### src/rtl/mem_arbiter_pkg.sv
// Shared memory-access types for the suro-v core and the memory arbiter.
package mem_arbiter_pkg;

    typedef logic [31:0] word_t;

    typedef enum logic [1:0] {
        SIZE_BYTE = 2'd0,
        SIZE_HALF = 2'd1,
        SIZE_WORD = 2'd2,
        SIZE_RSVD = 2'd3
    } mem_addr_t;

    typedef struct packed {
        logic      we;
        word_t     addr;
        mem_addr_t size;
        word_t     wdata;
    } mem_req_t;

    // Pointer width for a power-of-two FIFO: index bits plus one wrap bit.
    function automatic int fifoPtrWidth(input int depth);
        return $clog2(depth) + 1;
    endfunction

endpackage

### src/rtl/mem_req_fifo.sv
// Small request FIFO; full and empty are told apart by the pointer wrap bit.
module mem_req_fifo
    import mem_arbiter_pkg::*;
#(
    parameter int DEPTH = 2
) (
    input  logic     clk,
    input  logic     rst,
    input  logic     push_i,
    input  logic     pop_i,
    input  mem_req_t data_i,
    output mem_req_t head_o,
    output logic     full_o,
    output logic     empty_o
);

    localparam int AW = $clog2(DEPTH);
    localparam int PW = fifoPtrWidth(DEPTH);

    logic [PW-1:0] wrPtr_q, wrPtr_d;
    logic [PW-1:0] rdPtr_q, rdPtr_d;
    mem_req_t      mem_q [DEPTH];
    logic          doPush, doPop;

    assign empty_o = (wrPtr_q == rdPtr_q);
    assign full_o  = (wrPtr_q[AW] != rdPtr_q[AW]) &&
                     (wrPtr_q[AW-1:0] == rdPtr_q[AW-1:0]);
    assign doPush  = push_i && !full_o;
    assign doPop   = pop_i && !empty_o;
    assign head_o  = mem_q[rdPtr_q[AW-1:0]];

    // Advance each pointer by one when its side of the FIFO moves.
    always_comb begin
        wrPtr_d = wrPtr_q;
        rdPtr_d = rdPtr_q;
        if (doPush) wrPtr_d = wrPtr_q + PW'(1);
        if (doPop)  rdPtr_d = rdPtr_q + PW'(1);
    end

    // Pointer registers; reset discards every queued entry.
    always_ff @(posedge clk or posedge rst) begin
        if (rst) begin
            wrPtr_q <= '0;
            rdPtr_q <= '0;
        end else begin
            wrPtr_q <= wrPtr_d;
            rdPtr_q <= rdPtr_d;
        end
    end

    // Storage needs no reset since the pointers decide what is valid.
    always_ff @(posedge clk) begin
        if (doPush) mem_q[wrPtr_q[AW-1:0]] <= data_i;
    end

endmodule

### src/rtl/mem_arbiter.sv
// Shares one memory port between the core (absolute priority, combinational
// pass-through) and a queued secondary requester that only uses idle cycles.
module mem_arbiter
    import mem_arbiter_pkg::*;
#(
    parameter int DEPTH        = 2,
    parameter int STARVE_LIMIT = 64,
    parameter int CNT_W        = 8
) (
    input  logic      clk,
    input  logic      rst,
    input  word_t     c_addr,
    input  logic      c_rden,
    input  logic      c_wren,
    input  mem_addr_t c_size,
    input  word_t     c_wdata,
    output word_t     c_rdata,
    input  logic      s_req_valid,
    output logic      s_req_ready,
    input  logic      s_req_we,
    input  word_t     s_req_addr,
    input  mem_addr_t s_req_size,
    input  word_t     s_req_wdata,
    output logic      s_rsp_valid,
    output word_t     s_rsp_data,
    output word_t     m_addr,
    output logic      m_rden,
    output logic      m_wren,
    output mem_addr_t m_size,
    output word_t     m_wdata,
    input  word_t     m_rdata,
    output logic      starve,
    output logic      s_busy
);

    localparam logic [CNT_W-1:0] LIMIT = CNT_W'(STARVE_LIMIT);

    logic             coreAct, issue, fifoFull, fifoEmpty, push;
    mem_req_t         reqIn, head;
    logic             rdPend_q, rdPend_d;
    logic [CNT_W-1:0] starveCnt_q, starveCnt_d;

    assign coreAct = c_rden | c_wren;
    assign issue   = !coreAct && !fifoEmpty;
    assign push    = s_req_valid && !fifoFull;
    assign reqIn   = '{we: s_req_we, addr: s_req_addr, size: s_req_size, wdata: s_req_wdata};

    mem_req_fifo #(.DEPTH(DEPTH)) reqFifo (
        .clk     (clk),
        .rst     (rst),
        .push_i  (push),
        .pop_i   (issue),
        .data_i  (reqIn),
        .head_o  (head),
        .full_o  (fifoFull),
        .empty_o (fifoEmpty)
    );

    // Core passes straight through; the queue head only drives an idle port.
    always_comb begin
        m_addr  = c_addr;
        m_rden  = c_rden;
        m_wren  = c_wren;
        m_size  = c_size;
        m_wdata = c_wdata;
        if (issue) begin
            m_addr  = head.addr;
            m_rden  = !head.we;
            m_wren  = head.we;
            m_size  = head.size;
            m_wdata = head.wdata;
        end
    end

    // Remember a secondary read so its data is flagged the following cycle.
    always_comb begin
        rdPend_d = issue && !head.we;
    end

    // Count cycles the waiting head is blocked by the core, saturating.
    always_comb begin
        starveCnt_d = starveCnt_q;
        if (issue || fifoEmpty) begin
            starveCnt_d = '0;
        end else if (coreAct && starveCnt_q != LIMIT) begin
            starveCnt_d = starveCnt_q + CNT_W'(1);
        end
    end

    // Response flag and starvation counter registers.
    always_ff @(posedge clk or posedge rst) begin
        if (rst) begin
            rdPend_q    <= 1'b0;
            starveCnt_q <= '0;
        end else begin
            rdPend_q    <= rdPend_d;
            starveCnt_q <= starveCnt_d;
        end
    end

    assign s_req_ready = !fifoFull;
    assign s_rsp_valid = rdPend_q;
    assign s_rsp_data  = m_rdata;
    assign c_rdata     = m_rdata;
    assign starve      = (starveCnt_q == LIMIT);
    assign s_busy      = !fifoEmpty || rdPend_q;

endmodule

### config.mk
export PLATFORM = sky130hd
export DESIGN_NAME = mem_arbiter
export DESIGN_NICKNAME = d
export VERILOG_FILES = /design/src/rtl/mem_arbiter_pkg.sv /design/src/rtl/mem_req_fifo.sv /design/src/rtl/mem_arbiter.sv
export SDC_FILE = /design/constraint.sdc
export NUM_CORES = 1
export LEC_CHECK = 0
export ABC_AREA = 1
export BUFFER_PORTS_ARGS = -buffer_cell sky130_fd_sc_hd__buf_2
export CAP_MARGIN = 20
export CORE_UTILIZATION = 43
export CTS_CLUSTER_DIAMETER = 200
export CTS_CLUSTER_SIZE = 24
export DETAILED_ROUTE_END_ITERATION = 16
export GPL_TIMING_DRIVEN = 0
export PLACE_DENSITY_LB_ADDON = 0.2
export REMOVE_ABC_BUFFERS = 1
export SYNTH_ARGS = -nofsm -noshare
export SYNTH_HDL_FRONTEND = slang
export SYNTH_SLANG_ARGS = --single-unit
### constraint.sdc
create_clock -name clk -period 4.4 [get_ports clk]
set_input_delay 0.44 -clock clk [delete_from_list [all_inputs] [get_ports clk]]
set_output_delay 0.44 -clock clk [all_outputs]
set_load 0.05 [all_outputs]
Yosys cells after proc, flatten, opt, wreduce, memory -nomap -nowiden --
Memory sizes are Yosys's and may differ from the RTL's. Cells that the tools add are included. W data, S select, Z words.
Storage, ports and cells: input port bits 170, latch bits 0, memories kept 1, ROM bits 0, memory bits (writable) 134, register bits 13
Memory list:
- reqFifo.mem_q | depth 2, width 67, rd ports 1, clocked after memory_dff 0, wr ports 1, line mem_req_fifo.sv:22 | mem_req_t mem_q [DEPTH];
Cells by class: reductions and logical operators 14, bitwise gates (word level) 1, divide/modulo/power cells 0, order comparisons 0, shift operators 0, add/sub/neg operators 3, multiply operators 0, mux-type cells 9, equal/unequal tests 5
Operators by type and width (count):
- $mux W32 | 2
- $mux W8 | 2
- $add A8 B1 Y8 const B | 1
- $eq A8 B7 Y1 const B | 1
- $ne A8 B7 Y1 const B | 1
- $logic_and A1 B1 Y1 | 7
- $add A2 B1 Y2 const B | 2
- $logic_not A1 Y1 | 4
- $mux W1 | 4
- $eq A2 B2 Y1 | 1
- $logic_or A1 B1 Y1 | 2
- $mux W2 | 1
- $reduce_bool A2 Y1 | 1
- $eq A1 B1 Y1 | 1
- $ne A1 B1 Y1 | 1
- $or A1 B1 Y1 | 1

Longest topological paths before layout --
Gate-level depths: netlist (run 1).
depth after elaboration 7, mapped depth 9

Cells and area by module --
Synthesis (run 1) repeated with hierarchy kept, for this count alone.
Second synthesis, totals: cell total of the unflattened synthesis 744, area, all modules 6999.2 µm²
Modules (own cells, without submodules):
- mem_req_fifo | area an instance 5141.2 µm², instances 1, cells each 392, seq. area each 4124.0 µm²
- mem_arbiter | area an instance 1858.0 µm², instances 1, cells each 352, seq. area each 225.2 µm²

Worst setup path before layout (run 1) --
OpenSTA, ideal clock, no wires.
path type register -> register, from register reqFifo.rdPtr_q[0], to memory reqFifo.mem_q[1][0] in the netlist's numbering (enable), path buffers 0, cell stages (with the launch flop) 7, clock period less this slack 4553 ps, setup time 493 ps, setup slack -153 ps, data required time 3907 ps, arrival time 4060 ps, cells stage by stage dfrtp_1 inv_2 nand2_1 nand2_2 nand3_1 nand2_1 nor2_1
Between the ends: word-level cells in the longest chain between the ends 7
RTL lines:
- start: declaration | line mem_req_fifo.sv:21 | logic [PW-1:0] rdPtr_q, rdPtr_d;
- start signal: assignment | line mem_req_fifo.sv:47 | rdPtr_q <= rdPtr_d;
- $eq A1 B1 Y1 (*) | line mem_req_fifo.sv:27 | (wrPtr_q[AW-1:0] == rdPtr_q[AW-1:0]);
- $logic_and A1 B1 Y1 (*) | line mem_req_fifo.sv:26 | assign full_o = (wrPtr_q[AW] != rdPtr_q[AW]) &&
- $logic_not A1 Y1 (*)
- named net s_req_ready | line mem_arbiter.sv:19 | output logic s_req_ready,
- $logic_and A1 B1 Y1 | line mem_arbiter.sv:45 | assign push = s_req_valid && !fifoFull;
- $logic_and A1 B1 Y1 (*) | line mem_req_fifo.sv:28 | assign doPush = push_i && !full_o;
- $mux W1 (*) | line mem_req_fifo.sv:53 | if (doPush) mem_q[wrPtr_q[AW-1:0]] <= data_i;
- $mux W1 (not written as such) (*) | line mem_req_fifo.sv:53
- end: declaration | line mem_req_fifo.sv:22
Mark *: on every way through the listed nets, which the timed path passes. The rest lies on a longest branch.

Final worst setup path (run 1) --
from register reqFifo.rdPtr_q[0], to output port m_addr[2]
Between the ends: word-level cells in the longest chain between the ends 4
RTL lines:
- $eq A2 B2 Y1 | line mem_req_fifo.sv:25 | assign empty_o = (wrPtr_q == rdPtr_q);
- $logic_not A1 Y1 | line mem_arbiter.sv:44 | assign issue = !coreAct && !fifoEmpty;
- $logic_and A1 B1 Y1 | line mem_arbiter.sv:44
- $mux W32 (*) | line mem_arbiter.sv:66 | if (issue) begin
- end: declaration | line mem_arbiter.sv:26 | output word_t m_addr,
Mark *: on every way between the ends. The rest lies on a longest branch, timed or not.

==> results of run 1 <==
[power by group through the flow]
stage	Sequential (mW)	Clock, mW	Combinational (mW)
after floorplan	2.09	0	1.60
after global placement	2.17	0	2.09
after detailed placement	2.09	0	2.24
after CTS	2.06	1.36	2.25
after global routing	2.10	1.41	2.41
final	2.06	1.32	2.21
[metrics by stage]
stage / hold WS, ns / instance area [sq um] / TNS (ns) / instances / utilization (%)
after floorplan: 0.317 / 6350 / -105.73 / 500 / -
after global placement: 0.497 / 7670 / -550.53 / 925 / 48.1
after detailed placement: 0.501 / 7790 / 0 / 930 / 48.9
after CTS: 0.0515 / 8340 / 0 / 962 / 52.3
after global routing: 0.0941 / 8340 / 0 / 962 / 52.3
final: 0.0547 / 8340 / 0 / 963 / 52.3
[worst max path at each step]
stage | from | endpoint | slack [ns] | depth (start not counted)
5_1_grt | reqFifo.rdPtr_q[0] | m_wdata[13] | 0.46 | 8
4_1_cts | reqFifo.rdPtr_q[0] | m_addr[2] | 0.67 | 8
3_5_place_dp | reqFifo.rdPtr_q[0] | m_addr[2] | 1.13 | 8
6_report | reqFifo.rdPtr_q[0] | m_addr[2] | 0.73 | 8
3_3_place_gp | reqFifo.rdPtr_q[0] | reqFifo.mem_q[1][0] | -4.36 | 6
2_1_floorplan | reqFifo.rdPtr_q[0] | reqFifo.mem_q[1][0] | -1.31 | 6
[sequential cells by signal, summed over array words and instances, names as in the netlist]
register,flops
reqFifo.rdPtr_q,2
s_rsp_valid,1
starveCnt_q,8
reqFifo.mem_q,134
reqFifo.wrPtr_q,2
[cells in the final DEF (no fill, tap or decap), drive strengths merged, types with 2 or more instances in the layout]
| cell type | count |
|---|---|
| edfxtp | 134 |
| or2 | 67 |
| nand4 | 5 |
| xor2 | 3 |
| clkinvlp | 5 |
| ha | 2 |
| nor2 | 12 |
| a21oi | 4 |
| o21ai | 133 |
| clkinv | 6 |
| dfrtp | 13 |
| inv | 19 |
| o21bai | 2 |
| clkbuf | 18 |
| buf | 214 |
| nand3 | 10 |
| nand2 | 97 |
[critical path, cell delays in order (launching register included)]
cell     delay [ns]
dfrtp_2        0.63
inv_2          0.49
nand2_1        0.12
nand2_2        0.12
nand2_4        0.10
nand2_8        0.68
nand2_1        0.17
o21ai_2        0.10
buf_2          0.30
[kinds of logic after synthesis]
logic type                 Yosys count
and+or+nand+nor                    191
AOI/OAI and AO/OA                  139
xor gates and xnor gates             4
buffers and inverters              110
DFF                                147
adders and majority gates            2
[layout make-up]
class	count	area (sq um)	area share (%)
Sequential cell	147	4350	52.2
Multi-Input combinational cell	336	1960	23.5
Timing Repair Buffer	214	1150	13.7
Clock buffer	18	429	5.15
Tap cell	216	270	3.24
Clock inverter	14	114	1.37
Inverter	17	66.3	0.795
Antenna cell	1	2.50	0.0300
[layer usage]
metal / part of all wire [%] / routed length [microns]
met2: 42 / 7160
met4: 1.4 / 236
met1: 41 / 7000
met3: 15 / 2620
met5: 0.60 / 102
==> flow_summary.json, run 1 <==
{
  "grt_use_met2_pct": 27.7,
  "finalHoldViolCount": 0,
  "p_clk_share_pct": 23.7,
  "intPower_mw": 3.32,
  "synth_top_family_by_area": "compound AO/OA/AOI/OAI gates",
  "port_buffers": 209,
  "cp-start-kind": "flop",
  "synthAdderAreaFrac_pct": 0.355,
  "crit_fanout": 137,
  "grt_antenna_before_repair": 2,
  "cellLeakagePower_nw": 3.47,
  "firstDrtPassIters": 4,
  "syn2layout_area_growth_pct": 18.2,
  "dpl.hpwl_mm": 12.3,
  "avgSynthCellArea_sq_um": 11.9,
  "grt_use_met1_pct": 24.1,
  "path_clk_slew_ns": 0.06,
  "post-route-period-util_pct": 83.5,
  "wl_per_cell_microns": 17.8,
  "cap_violations": 0,
  "initial_core_util_pct": 44.2,
  "busiest_layer": "met2",
  "hold_class": "in2async",
  "synth_cell_types": 24,
  "dp_slack_ns": 1.13,
  "insertion_delay_ns": 0.42,
  "fmax_ghz": 0.272,
  "syn_area_sq_mm": 0.00705,
  "cts_tree": "done",
  "seq_power_share_pct": 36.8,
  "nets": 905,
  "combPwrFrac_pct": 39.6,
  "p_total_mw": 5.60,
  "r2r_cells": 7,
  "cts_root_buffer": "clkbuf_16",
  "yosysSeqAreaShare_pct": 61.7,
  "status": "finished clean",
  "met3_usage_pct": 15.4,
  "die_x_microns": 130,
  "synth_top_area_share_pct": 57.1,
  "synth_edf_count": 134,
  "hold_buffers": 0,
  "postCtsSetupRepairBufs": 0,
  "peakVddDrop_mv": 0.467,
  "synth_common_cells": "edfxtp_1, nand2_1, o21ai_2, or2_2, o21ai_0",
  "synth.most_common_cell": "edfxtp_1",
  "core_region_area_sq_mm": 0.0159,
  "setup_ws_ns": 0.728,
  "reg2reg_to": "reqFifo.mem_q[0][62]",
  "grt_first_pass_wirelength_mm": 24.5,
  "drc": 0,
  "crit_type": "reg2out",
  "synth_xor_area_share_pct": 0.497,
  "drt_first_iter_violations": 185,
  "gp_congestion": 0.799,
  "drv_slew": 0,
  "synth_ff_type": "edfxtp_1",
  "synth_top_cell_by_area": "edfxtp_1",
  "synth_compound_area_share_pct": 13.6,
  "clock-skew-final_ns": 0.0105,
  "clock_path_buffers": 2,
  "cp-end-kind": "output pin",
  "drive_gt1_share_pct": 51.3,
  "grt_pass1_vias": 4284,
  "worstMarginPinSlew_ns": 0.980,
  "overflow": 0,
  "period_needed_ns": 3.67,
  "rows": 46,
  "cts_buffers": 17,
  "finalSetupViolCount": 0,
  "synthCells": 593,
  "synthMuxAreaShare_pct": 0,
  "pin_count": 306,
  "slew_headroom_pct": 34.7,
  "viasPerCell": 4.87,
  "fillers": 1428,
  "cts_resized": 0,
  "ys_ff_latch": 147,
  "grt_max_degree": 138,
  "swShare_pct": 40.6,
  "rsz0062_at_grt": "false",
  "clock-sinks": 147,
  "synth-simple-area-share_pct": 13.1,
  "h-tree-depth": 4,
  "crit_arrival_ns": 3.23,
  "track_usage_pct": 20.5,
  "crit_required_ns": 3.96,
  "p_switching_mw": 2.27,
  "die_h_microns": 130,
  "powerDensity_mw_per_mm2": 671,
  "r2r_slack_ns": 1.70,
  "async_flop_share_pct": 8.84,
  "via_count": 4692,
  "detail-route-antenna-nets": 0,
  "drt-total-wl_mm": 17.1,
  "synth_area_leaders": "edfxtp_1, o21ai_2, buf_4",
  "dieArea_sq_mm": 0.0169,
  "r2r_start": "reqFifo.rdPtr_q[0]",
  "ys_warn_count": 0
}
No activity file was read; power rests on OpenSTA's default activity.
==> run 2, diff against run 1 <==
clock period = 3.1 ns   (was 4.4 ns; I/O delays follow)
==> run 2 against run 1 <==
  * Sequential power rose by 41%
  * Setup slack got worse by 0.46 ns
  * Power rose by 45%
  * Flip-flop and latch count did not move
  * First-iteration DRC count rose by 3.2%
  * Design area rose by 1.2%
  * Clock-buffer cell count did not move
  * Highest routed layer unchanged
==> flow_summary.json, run 2 (synthesized netlist as in run 1, its figures left out) <==
{
  "grt_pass1_vias": 4441,
  "drt_first_iter_violations": 191,
  "drv_slew": 0,
  "cpLargestDelayFamily": "simple AND/OR/NAND/NOR gates",
  "finalSetupViolCount": 0,
  "wl_per_cell_microns": 19.6,
  "crit_arrival_ns": 2.52,
  "slew_headroom_pct": 35.3,
  "fillers": 1420,
  "clock-skew-final_ns": 0.0110,
  "powerDensity_mw_per_mm2": 960,
  "worstMarginPinSlew_ns": 0.967,
  "syn2layout_area_growth_pct": 19.7,
  "post-route-period-util_pct": 91.3,
  "final_common_cell": "buf_2",
  "grt_first_pass_wirelength_mm": 26.3,
  "gp_congestion": 0.799,
  "h-tree-depth": 4,
  "port_buffers": 209,
  "drt-total-wl_mm": 19.0,
  "status": "finished clean",
  "crit_fanout": 34,
  "crit_type": "reg2out",
  "highest_layer": "met5",
  "grt_antenna_before_repair": 2,
  "clock_path_buffers": 2,
  "finalHoldViolCount": 0,
  "wl_met3_mm": 2.96,
  "grt_max_degree": 70,
  "cellLeakagePower_nw": 3.50,
  "cp-start-kind": "flop",
  "final_cell_mix": "buf_2, edfxtp_1, nand2_1",
  "insertion_delay_ns": 0.42,
  "nets": 911,
  "drc": 0,
  "die_h_microns": 130,
  "pin_count": 306,
  "overflow": 0,
  "core_region_area_sq_mm": 0.0159,
  "cts_buffers": 17,
  "cap_violations": 0,
  "whs_ns": 0.0724,
  "crit_slowest_cell": "dfrtp_4",
  "rows": 46,
  "wl_met2_mm": 8.08,
  "cp-end-kind": "output pin",
  "die_x_microns": 130,
  "fmax_ghz": 0.353,
  "firstDrtPassIters": 4,
  "clock-sinks": 147,
  "path_clk_slew_ns": 0.06,
  "initial_core_util_pct": 44.2,
  "viasPerCell": 4.96,
  "dieArea_sq_mm": 0.0169,
  "detail-route-antenna-nets": 0,
  "drive_gt1_share_pct": 51.6,
  "hold_class": "in2reg",
  "fin_area_sq_mm": 0.00844,
  "cpPeakStageDelay_ns": 0.60,
  "wl_met1_mm": 7.70,
  "path_buf_inv": 2,
  "cts_tree": "done",
  "cts_root_buffer": "clkbuf_16",
  "path_cells": "inv_4, nand2_1, nand2_2, nand2_4, nand2_8, nand2_1, o21ai_2, buf_2",
  "crit_required_ns": 2.79,
  "peakVddDrop_mv": 0.627,
  "period_needed_ns": 2.83,
  "rsz0062_at_grt": "false",
  "cpMostUsedCell": "nand2_1",
  "via_count": 4810,
  "track_usage_pct": 22.2,
  "placed_area_sq_mm": 0.00779,
  "dpl.hpwl_mm": 12.3,
  "largest_reg_flops": 134
}
## run 2: cell types whose count changed in the layout (fill, tap and decap cells not counted)
cell           previous run  this run
inv_4                     1         2
buf_6                     0         1
dfrtp_2                   1         0
dfrtp_4                   0         1
nand2_8                   1         4
dlygate4sd3_1             0         1
buf_8                     0         1
inv_2                     1         0
## run 2: routing by layer
| metal | GRT usage [%] | vias to the layer above |
|---|---|---|
| met3 | 17.4 | 23 |
| met5 | 3.53 | - |
| met4 | 7.25 | 2 |
| met1 | 25.4 | 2239 |
| li1 | - | 2283 |
| met2 | 30.9 | 263 |
## run 2: final cells by class
type                            instances  area, sq um  share of cell area, %
Antenna cell                            1         2.50                 0.0297
Clock buffer                           18          429                   5.09
Clock inverter                         14          114                   1.35
Inverter                               17         68.8                  0.815
Multi-Input combinational cell        339         2020                   23.9
Sequential cell                       147         4350                   51.6
Tap cell                              216          270                   3.20
Timing Repair Buffer                  217         1180                   14.0
## run 2: worst reg2reg max path, cell delays in order, from the launching register on
cell	delay [ns]
dfrtp_4	0.60
buf_12	0.22
nand2_1	0.10
nand2_2	0.08
nand3_1	0.13
nand3_1	0.16
inv_4	0.35
buf_12	0.30
## run 2: what timing repair did
item                                   in CTS  in global routing
setup endpoints to repair                  67                 66
setup buffers                               0                  1
hold buffers                                1                  0
resized for setup                           4                  1
endpoints found under the hold margin      13                  0
cloned                                      2                  1
pin swaps                                   1                  1
## run 2: path summary, 6_finish.rpt
path | from | end | slack [ns] | cells after the start
max | reqFifo.rdPtr_q[0] | m_addr[8] | 0.27 | 8
min | s_req_wdata[21] | reqFifo.mem_q[0][21] | 0.07 | 1
max reg2reg | reqFifo.rdPtr_q[0] | reqFifo.mem_q[0][62] | 0.81 | 7
min reg2reg | reqFifo.wrPtr_q[0] | reqFifo.wrPtr_q[0] | 0.56 | 2
max in group asynchronous | rst | reqFifo.rdPtr_q[0] | 2.24 | 3
min in group asynchronous | rst | reqFifo.rdPtr_q[0] | 0.47 | 3
## run 2: metrics by stage
stage | instances | TNS [ns] | worst slack [ns] | total power [mW] | utilization, %
global placement | 925 | -817.57 | -5.66 | 6.05 | 48.1
global route | 968 | 0 | 0.124 | 8.55 | 52.9
detailed placement | 930 | -0.259 | -0.0389 | 6.15 | 48.9
floorplan | 500 | -343.31 | -2.61 | 5.24 | -
CTS | 965 | 0 | 0.0444 | 8.14 | 52.6
finish | 969 | 0 | 0.270 | 8.10 | 52.9
## run 2: where the power goes
| part | internal [mW] | total (mW) | switching, mW |
|---|---|---|---|
| Combinational | 0.908 | 3.31 | 2.40 |
| Sequential | 2.75 | 2.91 | 0.163 |
| Clock | 1.09 | 1.88 | 0.786 |
